==> src/rtl/frame_tx_if.sv <==
// Packet handshake between a PE/router output stage and the transmit framer.
interface frame_tx_if #(
    parameter int unsigned DEST_WIDTH = 8,
    parameter int unsigned DATA_BYTES = 4
);
    logic                    in_valid;
    logic                    in_ready;
    logic [DEST_WIDTH-1:0]   in_dest;
    logic [8*DATA_BYTES-1:0] in_data;

    modport master (output in_valid, in_dest, in_data, input in_ready);
    modport slave  (input in_valid, in_dest, in_data, output in_ready);
endinterface

==> src/rtl/frame_tx.sv <==
// Transmit framer: one packet per frame, flag-delimited and byte-stuffed,
// emitted one byte per clock followed by a single pad byte.
module frame_tx #(
    parameter int unsigned DEST_WIDTH = 8,
    parameter int unsigned DATA_BYTES = 4,
    parameter int unsigned CNT_WIDTH  = 16,
    parameter logic [7:0]  FLAG       = 8'h7E,
    parameter logic [7:0]  ESC        = 8'h7D,
    parameter logic [7:0]  ESC_XOR    = 8'h20
) (
    input  logic                 clk,
    input  logic                 rst,
    frame_tx_if.slave            in_if,
    output logic [7:0]           tx_byte,
    output logic                 tx_active,
    output logic [CNT_WIDTH-1:0] frames_sent
);
    localparam int unsigned SH_W  = DEST_WIDTH + 8*DATA_BYTES;
    localparam int unsigned IDX_W = $clog2(DATA_BYTES + 1);

    typedef enum logic [2:0] {IDLE, DEST, DATA, ESC2, END, PAD} state_e;

    state_e               state_q, state_d;
    logic [SH_W-1:0]      shift_q, shift_d;
    logic [IDX_W-1:0]     idx_q, idx_d;
    logic [7:0]           pend_q, pend_d;
    logic [7:0]           tx_q, tx_d;
    logic                 act_q, act_d;
    logic [CNT_WIDTH-1:0] cnt_q, cnt_d;
    logic                 ready_q, ready_d;
    logic                 accept, adv;
    logic [7:0]           cur;

    assign accept      = in_if.in_valid && ready_q;
    assign in_if.in_ready = ready_q;
    assign tx_byte     = tx_q;
    assign tx_active   = act_q;
    assign frames_sent = cnt_q;

    // idx_q counts header+payload bytes already emitted: 0 is dest, DATA_BYTES is the last payload byte
    always_comb begin
        state_d = state_q;
        shift_d = shift_q;
        idx_d   = idx_q;
        pend_d  = pend_q;
        cnt_d   = cnt_q;
        tx_d    = 8'h00;
        act_d   = 1'b0;
        adv     = 1'b0;
        cur     = shift_q[SH_W-1 -: 8];

        case (state_q)
            IDLE: begin
                if (accept) begin
                    shift_d = {in_if.in_dest, in_if.in_data};
                    idx_d   = '0;
                    tx_d    = FLAG;
                    act_d   = 1'b1;
                    state_d = DEST;
                end
            end
            DEST, DATA: begin
                act_d = 1'b1;
                if (cur == FLAG || cur == ESC) begin
                    tx_d    = ESC;
                    pend_d  = cur;
                    state_d = ESC2;
                end else begin
                    tx_d = cur;
                    adv  = 1'b1;
                end
            end
            ESC2: begin
                act_d = 1'b1;
                tx_d  = pend_q ^ ESC_XOR;
                adv   = 1'b1;
            end
            END: begin
                act_d   = 1'b1;
                tx_d    = FLAG;
                cnt_d   = cnt_q + CNT_WIDTH'(1);
                state_d = PAD;
            end
            PAD:     state_d = IDLE;
            default: state_d = IDLE;
        endcase

        if (adv) begin
            shift_d = {shift_q[SH_W-9:0], 8'h00};
            if (idx_q == IDX_W'(DATA_BYTES)) begin
                state_d = END;
            end else begin
                idx_d   = idx_q + IDX_W'(1);
                state_d = DATA;
            end
        end

        // ready is high exactly while the link shows the pad byte or idles
        ready_d = (state_d == IDLE);
    end

    always_ff @(posedge clk or negedge rst) begin
        if (!rst) begin
            state_q <= IDLE;
            shift_q <= '0;
            idx_q   <= '0;
            pend_q  <= 8'h00;
            tx_q    <= 8'h00;
            act_q   <= 1'b0;
            cnt_q   <= '0;
            ready_q <= 1'b1;
        end else begin
            state_q <= state_d;
            shift_q <= shift_d;
            idx_q   <= idx_d;
            pend_q  <= pend_d;
            tx_q    <= tx_d;
            act_q   <= act_d;
            cnt_q   <= cnt_d;
            ready_q <= ready_d;
        end
    end
endmodule

==> src/flat_wrapper.sv <==
// flat-port wrapper written by rule: the top's interface ports become plain ports
module frame_tx_flat 
#(
    parameter int unsigned DEST_WIDTH = 8,
    parameter int unsigned DATA_BYTES = 4,
    parameter int unsigned CNT_WIDTH  = 16,
    parameter logic [7:0]  FLAG       = 8'h7E,
    parameter logic [7:0]  ESC        = 8'h7D,
    parameter logic [7:0]  ESC_XOR    = 8'h20
)
  (clk, rst, tx_byte, tx_active, frames_sent, in_if_in_valid, in_if_in_dest, in_if_in_data, in_if_in_ready);
  frame_tx_if #(.DEST_WIDTH(DEST_WIDTH), .DATA_BYTES(DATA_BYTES)) in_if_i ();
  input  logic clk;
  input  logic rst;
  output logic [7:0] tx_byte;
  output logic tx_active;
  output logic [CNT_WIDTH-1:0] frames_sent;
  input wire logic [$bits(in_if_i.in_valid)-1:0] in_if_in_valid;
  input wire logic [$bits(in_if_i.in_dest)-1:0] in_if_in_dest;
  input wire logic [$bits(in_if_i.in_data)-1:0] in_if_in_data;
  output wire logic [$bits(in_if_i.in_ready)-1:0] in_if_in_ready;
  assign in_if_i.in_valid = in_if_in_valid;
  assign in_if_i.in_dest = in_if_in_dest;
  assign in_if_i.in_data = in_if_in_data;
  assign in_if_in_ready = in_if_i.in_ready;
  frame_tx #(.DEST_WIDTH(DEST_WIDTH), .DATA_BYTES(DATA_BYTES), .CNT_WIDTH(CNT_WIDTH), .FLAG(FLAG), .ESC(ESC), .ESC_XOR(ESC_XOR)) u_core (.clk(clk), .rst(rst), .in_if(in_if_i), .tx_byte(tx_byte), .tx_active(tx_active), .frames_sent(frames_sent));
endmodule
==> config.mk <==
export PLATFORM = sky130hd
export DESIGN_NAME = frame_tx_flat
export DESIGN_NICKNAME = d
export VERILOG_FILES = /design/src/rtl/frame_tx_if.sv /design/src/rtl/frame_tx.sv /design/src/flat_wrapper.sv
export SDC_FILE = /design/constraint.sdc
export NUM_CORES = 1
export LEC_CHECK = 0
export ABC_CLOCK_PERIOD_IN_PS = 1800
export BUFFER_PORTS_ARGS = -buffer_cell sky130_fd_sc_hd__buf_2
export CORE_UTILIZATION = 45
export CTS_CLUSTER_SIZE = 25
export DETAILED_ROUTE_END_ITERATION = 10
export GPL_ROUTABILITY_DRIVEN = 1
export GPL_TIMING_DRIVEN = 1
export HOLD_SLACK_MARGIN = 0.03
export PLACE_DENSITY = 0.7
export SLEW_MARGIN = 0
export SYNTH_ARGS = -nofsm -noshare
export SYNTH_HDL_FRONTEND = slang
export SYNTH_SLANG_ARGS = --single-unit
==> constraint.sdc <==
create_clock -name clk -period 1.8 [get_ports clk]
set_clock_uncertainty 0.05 [all_clocks]
set_input_delay 0.09 -clock clk [delete_from_list [all_inputs] [get_ports clk]]
set_output_delay 0.09 -clock clk [all_outputs]
set_load 0.005 [all_outputs]
Yosys cells after proc, flatten, opt, wreduce, memory -nomap -nowiden --
Cells that the tools add are included.
Word-level totals: register bits after elaboration 80, bits of input ports 43, output and inout port bits 26, logic and storage cells 47
Operators by class: $add $sub $neg 2, eq/ne operators 7, mux-type cells 19, bitwise logic cells 1, reduce and logical (&&, ||, !) cells 10
Operator list (number):
- 2-to-1 mux 40 bit | 3
- one-hot mux 8 bit (4 select lines) | 1
- 2-to-1 mux 3 bit | 8
- adder 16 x 1 -> 16 bit, second input constant | 1
- equality test 8 x 7 -> 1 bit, second input constant | 2
- one-hot mux 3 bit (4 select lines) | 1
- 2-to-1 mux 8 bit | 1
- 2-to-1 mux 7 bit | 1
- equality test 3 x 2 -> 1 bit, second input constant | 2
- equality test 3 bit, second input constant | 2
- zero test 3 bit | 2
- one-hot mux 1 bit (2 select lines) | 2
- AND reduction 2 bit | 2
- nonzero test 2 bit | 2
- OR reduction 4 bit | 1
- adder 3 x 1 -> 3 bit, second input constant | 1
- equality test 3 x 1 -> 1 bit, second input constant | 1
- 2-to-1 mux 1 bit | 2
- OR reduction 2 bit | 1
- logical AND 1 bit | 1
- logical OR 1 bit | 1
- inverter 1 bit | 1

Logic depth before layout (Yosys ltp) --
Gate-level depths: netlist of run 1.
depth after elaboration 6, gate-level depth with buffers 7, depth with buffers taken out 6

Worst setup path after synthesis of run 1 --
Ideal clock, no wire load.
path kind flip-flop to flip-flop, from reg u_core.shift_q[39], to reg u_core.shift_q[39], library setup time 126 ps, arrival 1766 ps, data required time 1624 ps, setup slack -142 ps, stages on the path, launching flop included 7, buffers on the path 2, clock period less this slack 1942 ps, cell sequence dfrtp_1 > nand4b_1 > o311a_4 > or2_1 > buf_6 > buf_6 > a221o_1
Between the ends: longest elaborated chain between the ends 6, elaborated cells on any way between the ends 9, those cells by class 2 x eq/ne; 3 x mux; 4 x reduce/logical
RTL lines:
- start: declaration | line frame_tx.sv:24 | logic [SH_W-1:0] shift_q, shift_d;
- start signal: assignment | line frame_tx.sv:114 | shift_q <= shift_d;
- equality test 8 x 7 -> 1 bit | line frame_tx.sv:64 | if (cur == FLAG || cur == ESC) begin
- logical OR 1 bit (*) | line frame_tx.sv:64
- 2-to-1 mux 1 bit (*) | line frame_tx.sv:64
- one-hot mux 1 bit (2 select lines) (*) | line frame_tx.sv:52 | case (state_q)
- nonzero test 2 bit (no line)
- AND reduction 2 bit (no line)
Mark *: on every way between the ends. The rest lies on a longest branch, timed or not. A chain may end at the register's enable or synchronous reset.

Final worst setup path of run 1 --
from reg u_core.shift_q[39], to reg u_core.shift_q[15]
The elaborated chain is that of the path after synthesis.

==> results of run 1 <==
[layer usage]
layer  vias up  share of wire (%)  wire length [um]
met5         -                  0                 0
met4         0                2.2               179
met3        13                4.2               340
met2        79                 49              4020
met1      1367                 45              3646
li1       1308                  -                 -
[cell families after synthesis]
group / share of synthesized area (%)
flip-flops: 58.20
buffers and inverters: 3.889
AO/OA/AOI/OAI: 14.32
XOR/XNOR: 4.326
multiplexers: 1.563
AND/OR/NAND/NOR: 16.61
adder cells (fa/ha/maj): 1.091
[power groups by stage]
stage	Sequential [mW]	Clock (mW)	Combinational (mW)
after floorplan	2.78	0	2.47
after global routing	2.88	1.72	4.47
after global placement	2.81	0	3.48
after CTS	2.80	1.65	4.05
after detailed placement	2.82	0	3.59
final	2.82	1.62	4.13
[layout make-up]
class | instances | area (sq um)
Sequential cell | 80 | 2003
Inverter | 6 | 22.52
Tap cell | 99 | 123.9
Fill cell | 566 | 2487
Clock buffer | 10 | 137.6
Multi-Input combinational cell | 179 | 1350
Timing Repair Buffer | 146 | 1090
Clock inverter | 6 | 116.4
[path summary, 6_finish.rpt]
check	to	cells after the start	startpoint	slack (ns)
setup / recovery	u_core.shift_q[15]	5	u_core.shift_q[39]	-0.09
hold / removal	u_core.shift_q[11]	3	in_if_in_data[11]	0.05
setup reg to reg	u_core.shift_q[15]	5	u_core.shift_q[39]	-0.09
hold reg to reg	u_core.frames_sent[15]	1	u_core.frames_sent[15]	0.42
max in group asynchronous	u_core.pend_q[7]	3	rst	0.90
min in group asynchronous	u_core.shift_q[28]	2	rst	0.17
[flip-flops by register name, summed over array words and instances (netlist names), named ones only]
register,cells
u_core.in_if.in_ready,1
u_core.shift_q,40
u_core.tx_byte,8
u_core.frames_sent,16
u_core.pend_q,8
u_core.tx_active,1
u_core.idx_q,2
u_core.state_q,3
[placed cells by master, fill, tap and decap left out, drive strengths merged, types with 4 or more instances in the layout]
| master | Yosys | layout |
|---|---|---|
| a21oi | 8 | 8 |
| a221o | 39 | 39 |
| and2 | 33 | 33 |
| buf | 11 | 106 |
| clkbuf | 7 | 10 |
| dfrtp | 79 | 79 |
| dlygate4sd3 | 0 | 40 |
| inv | 6 | 6 |
| nand2 | 30 | 30 |
| nand4 | 4 | 4 |
| nor2 | 5 | 5 |
| nor3 | 4 | 4 |
| nor4 | 4 | 4 |
| or2 | 7 | 7 |
| xnor2 | 11 | 11 |
| xor2 | 6 | 6 |
[through the flow]
stage	std cells	utilization, %	setup slack [ns]
floorplan	283	-	-0.08241
global placement	464	55.79	-0.03095
detailed placement	464	55.79	-0.07870
CTS	523	65.59	-0.08186
global route	526	66.07	-0.1197
finish	526	66.07	-0.09390
[repair_timing]
| action | 4_1_cts | 5_1_grt |
|---|---|---|
| gates cloned | 1 | 0 |
| setup buffers | 2 | 3 |
| pin swaps | 0 | 3 |
| gates resized for setup | 7 | 3 |
| endpoints found under the hold margin | 97 | 0 |
| endpoints found under the setup margin | 34 | 39 |
| hold buffers | 40 | 0 |
[tightest hold or removal path: cells and delay by family]
| family | cells | cell delay (ns) |
|---|---|---|
| simple gates | 1 | 0.13 |
| compound gates | 1 | 0.12 |
| buf+inv | 1 | 0.07 |
==> key figures, run 1 <==
Detailed routing
  • 1st-iter DRT viols: 150
  • Post-Route WL: 8.186 mm
  • Post-DRT Antenna Nets: 0
  • Vias per inst: 5.260
  • Vias: 2767
  • DRC violations left: 0
  • First drt pass iteration count: 4
  • Wire per inst: 15.56 um

Floorplan
  • Die Span Y: 89.46 um
  • Initial Util: 46.95%
  • Die ar.: 8003 sq um
  • IO Pins: 69
  • Die width: 89.46 um
  • Row count: 31
  • CORE AREA: 7331 sq um

Job
  • Max Cap Viol: 0

Clock tree
  • Root Buffer: clkbuf_8
  • Clock net sink count: 80
  • H-tree Lvls: 3
  • CTS Buf Count: 9
  • Clock transition at the registers of the reported paths: 0.09 ns
  • Clk_lat worst skew: 0.34 ns
  • TritonCTS clock tree: done
  • CTS max path bufs: 2

Pwr
  • IR drop worst, VDD: 0.8302 mV
  • Comb pwr share: 48.2%
  • Net Sw Frac: 34.97%
  • Total power: 8.569 mW
  • Cell-internal power: 5.572 mW
  • Clock network fraction of design power: 18.9%
  • Leak pwr: 2.409 nW
  • Switch Pwr: 2.996 mW
  • Pwr Density: 1769 nW/um^2
  • Reg power frac: 32.9%

Final layout
  • Antenna Cells: 0
  • Nets: 468
  • Ratio of cells with drive above 1 in the final layout: 33.02%
  • Layout area overhead: 40.71%
  • Post-route cell area: 4843 sq um

Synth
  • YS warnings: 0
  • Ys flop type: dfrtp_1
  • Most frequent cell after synthesis: dfrtp_1
  • Syn avg cell area: 12.16 sq um
  • Post-Syn Nets: 329
  • FF+latch count, synth: 80
  • Synth async-reset ratio: 100.0%
  • Area share of the leading cell type in the synthesized netlist: 57.43%
  • Netlist Area Pre-Place: 3442 sq um
  • Syn Inst Count: 283
  • Top cells by count, synth: dfrtp_1, a221o_1, and2_1
  • Register area share after synthesis: 58.20%
  • Post-synth EDFFs: 0
  • Synth unique cells: 39
  • Synth area leaders: dfrtp_1, a221o_1, and2_1
  • Synth area leader: dfrtp_1

Setup path
  • Bufs and invs on worst path: 1
  • CP Capture Type: flop
  • Crit-path max cell delay: 0.38 ns
  • CP Max Fanout: 19
  • Setup CP Type: flop to flop
  • Required @ worst endpoint: 1.98 ns
  • CP top delay family: compound AO/OA/AOI/OAI gates
  • Arrival time worst endpoint: 2.07 ns
  • Crit-path slowest cell: dfrtp_1
  • Critical Path Start Type: flop
  • CP cell instances: nand4b_1 -> o311a_4 -> or2_4 -> buf_12 -> a221o_1

Global routing
  • Largest net degree at the start of global routing: 34
  • GRT met2 Usage: 36.92%
  • M3 GR Usage: 4.986%
  • Met1 Track Usage GR: 27.88%
  • Global-route wire length before repair: 13.03 mm
  • Vias in the first global route: 2754
  • Initial antenna violation count: 0
  • GRT Max-Usage Layer: met2
  • Final global-route overflow total: 0
  • All-Layer GR Usage: 21.95%

STA
  • Final hold vios: 0
  • Fin. max-slew vios: 0
  • RSZ-0062 raised after global routing: true
  • Setup TNS: -2.326 ns
  • Hold Slack: 0.04792 ns
  • Worst Setup Slack, final: -0.09390 ns
  • Relative slew slack: 71.18%
  • Worst slew pin tran: 0.4323 ns
  • Final min period: 1.894 ns
  • Period utilization: 105.2%
  • Fmax: 528.0 MHz
  • Setup violations, final: 32

Hold path
  • Class of the worst hold path: input port to flop

Placement
  • DP HPWL: 5.045 mm
  • PortBufs: 68
  • Dpl cell area: 4090 sq um
  • Placer Congestion: 0.7719

Outcome
  • Status: finished, violations left
  • Failing checks: setup timing
(Power assumes the default switching activity.)
==> inputs of run 2 (changes only) <==
--- a/config.mk
+++ b/config.mk
@@ -8,4 +8,5 @@
 export ABC_CLOCK_PERIOD_IN_PS = 1800
 export BUFFER_PORTS_ARGS = -buffer_cell sky130_fd_sc_hd__buf_2
+export CAP_MARGIN = 20
 export CORE_UTILIZATION = 45
 export CTS_CLUSTER_SIZE = 25
@@ -15,4 +16,5 @@
 export HOLD_SLACK_MARGIN = 0.03
 export PLACE_DENSITY = 0.7
+export SETUP_SLACK_MARGIN = 0.3
 export SLEW_MARGIN = 0
 export SYNTH_ARGS = -nofsm -noshare
==> constraint.sdc (replaced) <==
create_clock -name clk -period 1.8 [get_ports clk]
set_clock_uncertainty 0.05 [all_clocks]
set_input_delay 0.27 -clock clk [delete_from_list [all_inputs] [get_ports clk]]
set_output_delay 0.27 -clock clk [all_outputs]
set_load 0.005 [all_outputs]
==> run 2 against run 1 <==
The run still ends with setup timing left. Via count decreased by 6.5%. Non-clock buffer count decreased by 35. Die area did not move. Clock-buffer cell count shrank 1. Critical path type unchanged.
==> key figures, run 2 (synthesis gave the netlist of run 1 again) <==
Final layout
  • Antenna Cells: 0 (unchanged)
  • Top reg by flops: u_core.shift_q (unchanged)
  • Most frequent cells in the layout: dfrtp_1, buf_2, a221o_1, and2_1, nand2_1 (was dfrtp_1, buf_2, dlygate4sd3_1, a221o_1, buf_4)
  • Max reg flops: 40 (unchanged)
  • Ratio of cells with drive above 1 in the final layout: 43.62% (was 33.02%)
  • Layout area overhead: 36.21% (was 40.71%)
  • Most common cell after layout, fill and taps aside: dfrtp_1 (unchanged)
  • Nets: 433 (was 468)

Setup path
  • Setup CP Type: flop to flop (unchanged)
  • Arrival time worst endpoint: 2.10 ns (was 2.07 ns)
  • Required @ worst endpoint: 1.99 ns (was 1.98 ns)
  • CP Max Fanout: 20 (was 19)
  • Critical Path Start Type: flop (unchanged)
  • CP Capture Type: flop (unchanged)

STA
  • Final min period: 1.910 ns (was 1.894 ns)
  • Relative slew slack: 75.59% (was 71.18%)
  • Hold Slack: 0.08874 ns (was 0.04792 ns)
  • Final hold vios: 0 (unchanged)
  • Period utilization: 106.1% (was 105.2%)
  • Worst slew pin tran: 0.3661 ns (was 0.4323 ns)
  • Setup violations, final: 32 (unchanged)
  • Worst Setup Slack, final: -0.1100 ns (was -0.09390 ns)
  • Fmax: 523.6 MHz (was 528.0 MHz)
  • RSZ-0062 raised after global routing: true (unchanged)
  • Fin. max-slew vios: 0 (unchanged)

Clock tree
  • Clk_lat worst skew: 0.36 ns (was 0.34 ns)
  • CTS Buf Count: 9 (unchanged)
  • H-tree Lvls: 3 (unchanged)
  • Root Buffer: clkbuf_8 (unchanged)
  • TritonCTS clock tree: done (unchanged)
  • CTS max path bufs: 2 (unchanged)
  • Clock net sink count: 80 (unchanged)
  • Clock transition at the registers of the reported paths: 0.08 ns (was 0.09 ns)

Floorplan
  • IO Pins: 69 (unchanged)
  • Initial Util: 46.95% (unchanged)
  • Die Span Y: 89.46 um (unchanged)
  • Die width: 89.46 um (unchanged)
  • Row count: 31 (unchanged)
  • Die ar.: 8003 sq um (unchanged)
  • CORE AREA: 7331 sq um (unchanged)

Global routing
  • Largest net degree at the start of global routing: 33 (was 34)
  • Final global-route overflow total: 0 (unchanged)
  • Global-route wire length before repair: 12.39 mm (was 13.03 mm)
  • Vias in the first global route: 2526 (was 2754)
  • All-Layer GR Usage: 21.19% (was 21.95%)
  • Initial antenna violation count: 0 (unchanged)

Pwr
  • IR drop worst, VDD: 1.196 mV (was 0.8302 mV)
  • Total power: 8.701 mW (was 8.569 mW)
  • Leak pwr: 2.323 nW (was 2.409 nW)
  • Pwr Density: 1856 nW/um^2 (was 1769 nW/um^2)

Detailed routing
  • 1st-iter DRT viols: 149 (was 150)
  • DRC violations left: 0 (unchanged)
  • First drt pass iteration count: 4 (unchanged)
  • Vias per inst: 5.271 (was 5.260)
  • Post-Route WL: 7.988 mm (was 8.186 mm)
  • Wire per inst: 16.27 um (was 15.56 um)
  • Post-DRT Antenna Nets: 0 (unchanged)
  • Vias: 2588 (was 2767)

Job
  • Max Cap Viol: 0 (unchanged)

Outcome
  • Failing checks: setup timing (unchanged)
  • Status: finished, violations left (unchanged)

Hold path
  • Class of the worst hold path: input port to flop (unchanged)

Placement
  • DP HPWL: 4.978 mm (was 5.045 mm)
  • PortBufs: 68 (unchanged)
  • Placer Congestion: 0.7455 (was 0.7719)
==> run 2: changes by cell type in the layout (fill, tap and decap cells not counted), sizes merged <==
cell	change
clkinvlp	+2
dlygate4sd3	-39
clkinv	-2
inv	+1
buf	+4
clkbuf	-1
==> run 2: timing repair <==
| action | 4_1_cts | 5_1_grt |
|---|---|---|
| hold buffers | 1 | 0 |
| pin swaps | 13 | 5 |
| setup endpoints to repair | 67 | 71 |
| gates cloned | 3 | 0 |
| buffers inserted | 5 | 4 |
| hold endpoints to repair | 24 | 0 |
| resized for setup | 43 | 15 |
==> run 2: worst max-delay path: stages, from the launching register on <==
cell and delay [ns]:
dfrtp_1 0.42, xnor2_2 0.16, o311a_4 0.36, or2_4 0.27, buf_12 0.16, a221o_1 0.36
==> run 2: worst paths after layout <==
kind,depth (start not counted),slack (ns),start,endpoint
min reg2reg,1,0.42,u_core.frames_sent[15],u_core.frames_sent[15]
max in group asynchronous,3,0.78,rst,u_core.pend_q[5]
max,5,-0.11,u_core.shift_q[33],u_core.shift_q[14]
max reg2reg,5,-0.11,u_core.shift_q[33],u_core.shift_q[14]
min in group asynchronous,2,0.32,rst,u_core.shift_q[30]
min,3,0.09,in_if_in_data[2],u_core.shift_q[2]
==> run 2: report_power, final <==
group,internal [mW],switching (mW)
Sequential,2.44,0.412
Combinational,2.22,2.04
Clock,0.923,0.670
Total,5.58,3.12
==> run 2: final cells by class <==
class | instances | area (sq um)
multi-input combinational | 179 | 1526
clock buffer | 9 | 123.9
inverter | 6 | 22.52
timing repair buffer | 111 | 765.7
tap | 99 | 123.9
sequential | 80 | 2007
clock inverter | 7 | 118.9
fill | 550 | 2643
==> run 2: layer usage <==
metal	vias to the layer above	global-route usage (%)	wire [um]
met5	-	0	0
met2	69	34.42	4031
li1	1231	-	-
met3	8	5.540	324
met4	0	6.782	98
met1	1280	27.89	3533
==> run 2: through the flow <==
step	utilization, %	cells	cell area (sq um)	setup TNS [ns]	setup slack, ns
6_report	63.95	491	4688	-2.773	-0.1100
5_1_grt	63.95	491	4688	-3.854	-0.1394
4_1_cts	62.59	487	4588	-2.278	-0.08614
3_5_place_dp	55.83	462	4093	-1.999	-0.07802
3_3_place_gp	55.83	462	4093	-1.024	-0.03421
2_1_floorplan	-	283	3516	-2.554	-0.08241
==> inputs of run 3 (changes only) <==
- ABC_CLOCK_PERIOD_IN_PS: 1800 -> 2150
- PLACE_DENSITY: 0.7 -> 0.67
- clock period: 1.8 -> 2.15 ns (I/O delays scaled with it)
==> run 3 against run 2 <==
Clock-buffer cell count up 2. Non-clock buffer count down 6. Largest power group unchanged. The flow now finishes without violations. Via count down 0.85%. Critical path depth up 1. Die area unchanged. Sequential cell count unchanged. Critical path type unchanged. Setup slack better by 0.22 ns. Cell count down 1.0%. Clock power down 23%. Sequential share of layout area up 2.0 points.
==> key figures, run 3 (synthesis gave the netlist of run 1 again) <==
Placement
  • Placer Congestion: 0.7580 (was 0.7455)
  • Placed Cells: 453 (was 462)
  • Setup WS pre-CTS: -0.1195 ns (was -0.07802 ns)
  • Dpl cell area: 3983 sq um (was 4093 sq um)
  • DP HPWL: 4.865 mm (was 4.978 mm)
  • PortBufs: 68 (unchanged)

Setup path
  • R2R setup slack: 0.11 ns (was -0.11 ns)
  • RR Endpoint: u_core.shift_q[26] (was u_core.shift_q[14])
  • Setup CP Type: flop to flop (unchanged)
  • Crit path launch: u_core.shift_q[39] (was u_core.shift_q[33])
  • Required @ worst endpoint: 2.34 ns (was 1.99 ns)
  • Worst-case reg-to-reg path depth: 6 (was 5)
  • CP Capture Point: u_core.shift_q[26] (was u_core.shift_q[14])
  • R2R Path Start: u_core.shift_q[39] (was u_core.shift_q[33])
  • CP Max Fanout: 9 (was 20)
  • CP Capture Type: flop (unchanged)
  • Critical Path Start Type: flop (unchanged)
  • Arrival time worst endpoint: 2.23 ns (was 2.10 ns)

STA
  • Setup violations, final: 0 (was 32)
  • Fmax: 490.4 MHz (was 523.6 MHz)
  • RSZ-0062 raised after global routing: true (unchanged)
  • Period utilization: 94.84% (was 106.1%)
  • Worst slew pin tran: 0.5153 ns (was 0.3661 ns)
  • Worst Setup Slack, final: 0.1110 ns (was -0.1100 ns)
  • Hold Slack: 0.1388 ns (was 0.08874 ns)
  • Final hold vios: 0 (unchanged)
  • Final min period: 2.039 ns (was 1.910 ns)
  • Fin. max-slew vios: 0 (unchanged)
  • Relative slew slack: 65.64% (was 75.59%)

Job
  • Max Cap Viol: 0 (unchanged)

Final layout
  • Most common cell after layout, fill and taps aside: dfrtp_1 (unchanged)
  • Most frequent cells in the layout: dfrtp_1, buf_2, a221o_1, and2_1, nand2_1 (unchanged)
  • Nets: 428 (was 433)
  • Antenna Cells: 0 (unchanged)
  • Ratio of cells with drive above 1 in the final layout: 36.69% (was 43.62%)
  • Max reg flops: 40 (unchanged)
  • Non-filler cells in the finished layout: 486 (was 491)
  • Top reg by flops: u_core.shift_q (unchanged)
  • Layout area overhead: 29.99% (was 36.21%)
  • Post-route cell area: 4474 sq um (was 4688 sq um)

Global routing
  • Initial antenna violation count: 0 (unchanged)
  • Largest net degree at the start of global routing: 43 (was 33)
  • Global-route wire length before repair: 11.76 mm (was 12.39 mm)
  • All-Layer GR Usage: 19.82% (was 21.19%)
  • Final global-route overflow total: 0 (unchanged)
  • Vias in the first global route: 2356 (was 2526)

Detailed routing
  • Post-Route WL: 7.323 mm (was 7.988 mm)
  • Post-DRT Antenna Nets: 0 (unchanged)
  • Vias: 2566 (was 2588)
  • First drt pass iteration count: 4 (unchanged)
  • Wire per inst: 15.07 um (was 16.27 um)
  • Vias per inst: 5.280 (was 5.271)
  • 1st-iter DRT viols: 147 (was 149)
  • DRC violations left: 0 (unchanged)

Outcome
  • Status: finished clean (was finished, violations left)

Hold path
  • Hold depth: 3 (unchanged)
  • Class of the worst hold path: input port to flop (unchanged)

Floorplan
  • Row count: 31 (unchanged)
  • Die Span Y: 89.46 um (unchanged)
  • CORE AREA: 7331 sq um (unchanged)
  • IO Pins: 69 (unchanged)
  • Die ar.: 8003 sq um (unchanged)
  • Die width: 89.46 um (unchanged)
  • Initial Util: 46.95% (unchanged)

Pwr
  • IR drop worst, VDD: 0.6983 mV (was 1.196 mV)
  • Pwr Density: 1639 nW/um^2 (was 1856 nW/um^2)
  • Leak pwr: 2.230 nW (was 2.323 nW)
  • Total power: 7.336 mW (was 8.701 mW)

Clock tree
  • Clock transition at the registers of the reported paths: 0.08 ns (about the same)
  • Clock net sink count: 80 (unchanged)
  • CTS max path bufs: 2 (unchanged)
  • H-tree Lvls: 3 (unchanged)
  • TritonCTS clock tree: done (unchanged)
  • Root Buffer: clkbuf_8 (unchanged)
  • CTS Buf Count: 9 (unchanged)
  • Clk_lat worst skew: 0.36 ns (about the same)
==> run 3: cell types whose count changed in the layout (fill, tap and decap cells not counted), sizes merged <==
cell    previous run  this run
nor3               4         5
inv                7         6
buf              110       102
clkbuf             9        13
bufinv             3         2
==> run 3: metrics by stage <==
| step | utilization [%] | TNS [ns] |
|---|---|---|
| floorplan | - | 0 |
| global route | 61.03 | 0 |
| finish | 61.03 | 0 |
| CTS | 58.44 | 0 |
| global placement | 54.33 | -2.644 |
| detailed placement | 54.33 | -3.250 |
==> run 3: how the worst min path moves through the flow <==
stage / endpoint / start / slack (ns)
floorplan: asynchronous set/reset pin / rst / -0.02
global placement: u_core.frames_sent[8] / rst / 0.29
detailed placement: u_core.frames_sent[6] / rst / 0.28
CTS: u_core.shift_q[4] / in_if_in_data[4] / 0.13
global route: u_core.shift_q[4] / in_if_in_data[4] / 0.14
finish: u_core.shift_q[4] / in_if_in_data[4] / 0.14
==> run 3: report_power, final <==
group / total, mW / internal, mW / switching (mW)
clock: 1.22 / 0.684 / 0.538
sequential: 2.34 / 2.04 / 0.299
combinational: 3.78 / 2.08 / 1.70
total: 7.34 / 4.80 / 2.54
==> run 3: metal layers <==
layer	vias up	GRT usage, %	routed length [um]
met4	0	5.195	90
li1	1223	-	-
met1	1246	27.12	3264
met3	10	6.002	445
met2	87	30.88	3523
met5	-	0	0
==> run 3: final cells by class <==
type,count,area [sq um]
inverters,6,22.52
repair buffers,105,735.7
fillers,615,2856
clock buffers,11,141.4
clock inverters,5,80.08
multi-input cells,180,1368
flip-flops and latches,80,2003
well taps,99,123.9
==> run 3: critical path, stage by stage, from the launching register on <==
cell,delay [ns]
dfrtp_1,0.38
nand4b_1,0.23
o311a_4,0.35
buf_6,0.13
or2_4,0.28
clkbuf_16,0.18
a221o_1,0.34
==> run 3: repair_timing <==
action | CTS | global route
gates resized for setup | 6 | 16
buffers inserted | 3 | 10
hold endpoints to repair | 38 | 0
hold buffers | 1 | 0
pin swaps | 4 | 12
cloned | 1 | 2
setup endpoints to repair | 35 | 51
